===== src/rtl/saph_ch_interp_pipe.sv =====
// Two-stage pipelined CH-channel color interpolator with valid/ready flow control.
// Define SAPH_INTERP_ROUND_EN for round-half-up; otherwise the result is truncated.
module saph_ch_interp_pipe #(
    parameter int CH = 4,
    parameter int W  = 8,
    parameter int CW = 8
) (
    input  logic            clk,
    input  logic            rst_n,
    input  logic            in_valid,
    output logic            in_ready,
    input  logic [CH*W-1:0] in_from,
    input  logic [CH*W-1:0] in_to,
    input  logic [CW-1:0]   in_coeff,
    output logic            out_valid,
    input  logic            out_ready,
    output logic [CH*W-1:0] out_q
);

    // Wide enough that f*2^CW + d*c' + rnd never wraps for any legal operands.
    localparam int AW = W + CW + 3;

`ifdef SAPH_INTERP_ROUND_EN
    localparam logic [AW-1:0] RND = AW'(1) << (CW - 1);
`else
    localparam logic [AW-1:0] RND = '0;
`endif

    logic          v1_reg;
    logic          v2_reg;
    logic          s1_load;
    logic          s2_load;
    logic [CW:0]   c_next;
    logic [CW:0]   c1_reg;

    assign in_ready  = !v1_reg || !v2_reg || out_ready;
    assign s1_load   = in_valid && in_ready;
    assign s2_load   = v1_reg && (!v2_reg || out_ready);
    assign out_valid = v2_reg;

    // Folding the MSB back in stretches 0..2^CW-1 onto 0..2^CW so c=max hits `to` exactly.
    assign c_next = {1'b0, in_coeff} + {{CW{1'b0}}, in_coeff[CW-1]};

    always_ff @(posedge clk or negedge rst_n) begin
        if (!rst_n) begin
            v1_reg <= 1'b0;
            v2_reg <= 1'b0;
        end else begin
            v1_reg <= s1_load || (v1_reg && !s2_load);
            v2_reg <= s2_load || (v2_reg && !out_ready);
        end
    end

    always_ff @(posedge clk) begin
        if (s1_load) begin
            c1_reg <= c_next;
        end
    end

    genvar gi;
    generate
        for (gi = 0; gi < CH; gi++) begin : gen_ch
            logic [W-1:0]  f_in;
            logic [W-1:0]  t_in;
            logic [W:0]    d_next;
            logic [W-1:0]  f1_reg;
            logic [W:0]    d1_reg;
            logic [AW-1:0] acc_next;
            logic [W-1:0]  q_next;
            logic [W-1:0]  q2_reg;

            assign f_in   = in_from[gi*W +: W];
            assign t_in   = in_to[gi*W +: W];
            assign d_next = {1'b0, t_in} - {1'b0, f_in};

            // Two's-complement product modulo 2^AW equals the signed product here.
            assign acc_next = ({{(AW-W){1'b0}}, f1_reg} << CW)
                            + ({{(AW-W-1){d1_reg[W]}}, d1_reg} * {{(AW-CW-1){1'b0}}, c1_reg})
                            + RND;
            assign q_next   = W'(acc_next >> CW);

            always_ff @(posedge clk) begin
                if (s1_load) begin
                    f1_reg <= f_in;
                    d1_reg <= d_next;
                end
            end

            always_ff @(posedge clk or negedge rst_n) begin
                if (!rst_n) begin
                    q2_reg <= '0;
                end else if (s2_load) begin
                    q2_reg <= q_next;
                end
            end

            assign out_q[gi*W +: W] = q2_reg;
        end
    endgenerate

endmodule


===== config.mk =====
export PLATFORM = sky130hd
export DESIGN_NAME = saph_ch_interp_pipe
export DESIGN_NICKNAME = d
export VERILOG_FILES = /design/src/rtl/saph_ch_interp_pipe.sv
export SDC_FILE = /design/constraint.sdc
export NUM_CORES = 1
export LEC_CHECK = 0
export ABC_AREA = 0
export CORE_ASPECT_RATIO = 1.75
export CORE_MARGIN = 2
export CORE_UTILIZATION = 50
export CTS_BUF_LIST = sky130_fd_sc_hd__clkbuf_16
export DETAILED_ROUTE_END_ITERATION = 8
export PLACE_DENSITY = 0.73
export SKIP_LAST_GASP = 1
export SLEW_MARGIN = 20
export SYNTH_ARGS = -nofsm -noshare
export SYNTH_HDL_FRONTEND = slang
export SYNTH_SLANG_ARGS = --single-unit

===== constraint.sdc =====
create_clock -name clk -period 13.7 [get_ports clk]
set_clock_uncertainty 0.05 [all_clocks]
set_input_delay 3.425 -clock clk [delete_from_list [all_inputs] [get_ports clk]]
set_output_delay 3.425 -clock clk [all_outputs]
set_load 0.01 [all_outputs]

**Word-level counts from Yosys, hierarchy flattened**

Cells that the tools add are included.
Widths: inputs -> output; s select.

- Add/subtract/negate cells: 9
- Multipliers: 4
- Reduce and logical (&&, ||, !) cells: 13

Operator list:

| operator | number |
|---|---|
| $add 16x16->16 | 4 |
| $mul 9x10->16 | 4 |
| $sub 8x8->9 | 4 |
| $add 8x1->9 | 1 |
| $logic_or 1x1->1 | 5 |
| $logic_and 1x1->1 | 4 |
| $logic_not 1->1 | 4 |

- Bits in registers: 111
- Input port bits: 76
- Logic and storage cells: 41

**Longest topological paths before layout**

- Depth in word-level cells: 6
- Mapped depth: 19
- Mapped depth without buffers: 18

**Worst setup path after synthesis**

OpenSTA, ideal clock, no wires.

- Kind: input port to output port
- From: input out_ready
- To: output in_ready
- Arrival: 3.634 ns
- Path slack: 6.591 ns
- Stages: 1
- Cells stage by stage: nand3b_1

- Word-level cells in the longest chain between the ends: 1

Ends and longest elaborated chain:

| what | line | source |
|---|---|---|
| start, declared | 16 | `input logic out_ready,` |
| $logic_or 1x1->1 | 36 | `assign in_ready = !v1_reg \|\| !v2_reg \|\| out_ready;` |
| end, declared | 11 | `output logic in_ready,` |

Every way passes these cells.

**Worst setup path after layout**

Same ends and word-level chain as after synthesis.

==> flow_summary.json <==
{
  "yosys.cell_types.count": 59,
  "synthCells": 1590,
  "drt_wl_total_um": 30800,
  "port_buffers": 109,
  "num_vias": 10600,
  "track_usage": 0.210,
  "drive_above_1_share": 0.0263,
  "drc_errors": 0,
  "die-area_um2": 31900,
  "cts.clk_slew.worst_paths_ps": 80,
  "wl_per_cell_um": 15.0,
  "cts_root_buf": "clkbuf_16",
  "timing.final.hold_violations": 0,
  "setup_viol": 0,
  "tightest_slew_ps": 769,
  "synth.net_count": 2056,
  "die_y_um": 235,
  "cts.sinks": 111,
  "worstSetupEndpointType": "primary output",
  "crit_arrival_ps": 4590,
  "area_delta_synth_final_pct": 11.6,
  "largest_reg_flops": 36,
  "grt_pass1_vias": 11500,
  "min_path_type": "reg2reg",
  "vias_per_cell": 5.14,
  "cp.required_ps": 10220,
  "cap_violations": 0,
  "ys_ff_latch": 111,
  "syn_area_um2": 15200,
  "gp_congestion": 0.884,
  "grt_pass1_wl_um": 53400,
  "grt.overflow.total": 0,
  "ant_nets": 0,
  "rows": 84,
  "dp.final_hpwl_um": 24700,
  "final_cells": 2059,
  "setup_tns_ps": 0,
  "drv_slew": 0,
  "synth-edff-count": 77,
  "relSlewSlack": 0.487,
  "clock_latency_ps": 380,
  "grt_start_max_net_pins": 78,
  "cts_resized": 0,
  "drt-initial-drc-count": 476,
  "status": "completed",
  "post-place-cells": 2039,
  "cts_hold_buf": 0,
  "start_util": 0.507,
  "dieWidth_um": 136,
  "ys.flop_type": "edfxtp_1",
  "htreeDepth": 3,
  "vdd_drop_max_uv": 147,
  "reg2reg_slack_ps": 8440,
  "fin_crit_sh": 0.588,
  "rsz0062_at_grt": "false",
  "core_area_um2": 30100,
  "ios": 110,
  "criticalPathCategory": "in2out",
  "fin_crit_ps": 8060,
  "cts_made_buffers": 9,
  "critPathLaunchType": "primary input",
  "firstDrtPassIters": 6,
  "clockBufferDepth": 2,
  "antenna_found_initial": 2,
  "timing.fmax_ghz": 0.124,
  "avgSynthCellArea_um2": 9.58,
  "powerDensity_nw_per_um2": 221,
  "synth-seq-area-share": 0.208,
  "num-fill-cells": 2636,
  "yosysWarnings": 0,
  "crit_fanout": 3,
  "post_cts_buffers": 0,
  "layout.nets": 2131,
  "leakagePower_nw": 8.41,
  "async_flop_share": 0.306,
  "cts_tree": "done"
}
per-layer routing:
| metal | GRT usage | wire (µm) | part of all wire |
|---|---|---|---|
| met2 | 0.373 | 16300 | 0.53 |
| met4 | 0.0732 | 675 | 0.022 |
| met3 | 0.0227 | 1150 | 0.037 |
| met5 | 0 | 0 | 0 |
| met1 | 0.262 | 12700 | 0.41 |
final cells by class:
type                    instances  area [µm²]  share of cell area
repair buffers                120        1200              0.0704
multi-input cells            1062       10500               0.617
clock buffers                   9         225              0.0132
flip-flops and latches        111        3160               0.186
well taps                     387         484              0.0285
clock inverters                 7        85.1             0.00500
inverters                     361        1360              0.0797
diodes                          2        5.00            0.000294
worst paths after layout:
kind | start | to | depth (start not counted)
worst min-delay path | gen_ch[3].q2_reg[2]$_DFFE_PN0P_ | gen_ch[3].q2_reg[2]$_DFFE_PN0P_ | 2
min in group asynchronous | rst_n | gen_ch[0].q2_reg[0]$_DFFE_PN0P_ | 1
worst max-delay path | out_ready | in_ready | 3
worst max register to register | c1_reg[1]$_DFFE_PP_ | gen_ch[0].q2_reg[4]$_DFFE_PN0P_ | 15
max in group asynchronous | rst_n | gen_ch[2].q2_reg[1]$_DFFE_PN0P_ | 1
worst min register to register | gen_ch[3].q2_reg[2]$_DFFE_PN0P_ | gen_ch[3].q2_reg[2]$_DFFE_PN0P_ | 2
metrics by stage:
stage	total power [mW]	instance area [µm²]	utilization	setup slack (ps)	hold WS, ps
final	3.76	17000	0.566	5640	426
after global routing	4.22	17000	0.566	5610	459
after CTS	3.78	17000	0.564	5640	435
after detailed placement	3.47	16600	0.554	5650	417
after global placement	3.38	16600	0.554	5650	412
after floorplan	2.72	15200	-	6590	421
critical path: stages:
cell             delay, ps
clkdlybuf4s50_1        460
nand3b_1               150
clkdlybuf4s50_1        550
kinds of logic (layout without fill, tap and decap cells):
group	count (synthesis)	after routing	synth area share
XOR/XNOR	67	67	0.0385
flip-flops	111	111	0.208
adder cells (fa/ha/maj)	390	390	0.433
AO/OA/AOI/OAI	138	138	0.0619
buffers and inverters	417	497	0.104
AND/OR/NAND/NOR	464	464	0.153
multiplexers	3	3	0.00197
other	0	2	0
Yosys cell counts, types with 6 or more instances:
cell type	count	area, µm²
o21ai_0	43	215
or3_1	9	56.3
nand2_1	202	758
nor2b_1	19	119
o21a_1	7	52.6
ha_1	162	2030
and3_1	10	62.6
nor2_1	37	139
inv_1	361	1360
nand2b_1	24	150
dfrtp_1	34	851
nor3_1	7	35.0
xnor2_1	47	412
o31ai_1	6	45.0
nor3b_1	6	45.0
a21boi_0	9	67.6
fa_1	228	4560
edfxtp_1	77	2310
a21oi_1	21	105
and2_1	127	795
clkbuf_1	46	173
a21o_1	13	97.6
xor2_1	20	175
nand3_1	8	40.0
layout by cell type (no fill, tap or decap), types with 7 or more instances in the layout:
cell | synthesis | routed
a21boi_0 | 9 | 9
a21o_1 | 13 | 13
a21oi_1 | 21 | 21
and2_1 | 127 | 126
and3_1 | 10 | 10
buf_4 | 1 | 9
clkbuf_16 | 0 | 9
clkdlybuf4s50_1 | 0 | 108
dfrtp_1 | 34 | 34
edfxtp_1 | 77 | 77
fa_1 | 228 | 228
ha_1 | 162 | 162
inv_1 | 361 | 361
nand2_1 | 202 | 201
nand2b_1 | 24 | 24
nand3_1 | 8 | 8
nor2_1 | 37 | 37
nor2b_1 | 19 | 19
nor3_1 | 7 | 7
o21a_1 | 7 | 7
o21ai_0 | 43 | 43
or3_1 | 9 | 9
xnor2_1 | 47 | 47
xor2_1 | 20 | 20
where the power goes:
| part | switching (mW) | total, mW | internal (mW) |
|---|---|---|---|
| Combinational | 1.61 | 2.97 | 1.36 |
| Clock | 0.139 | 0.285 | 0.146 |
| Sequential | 0.0591 | 0.508 | 0.449 |
(Power assumes the default switching activity.)
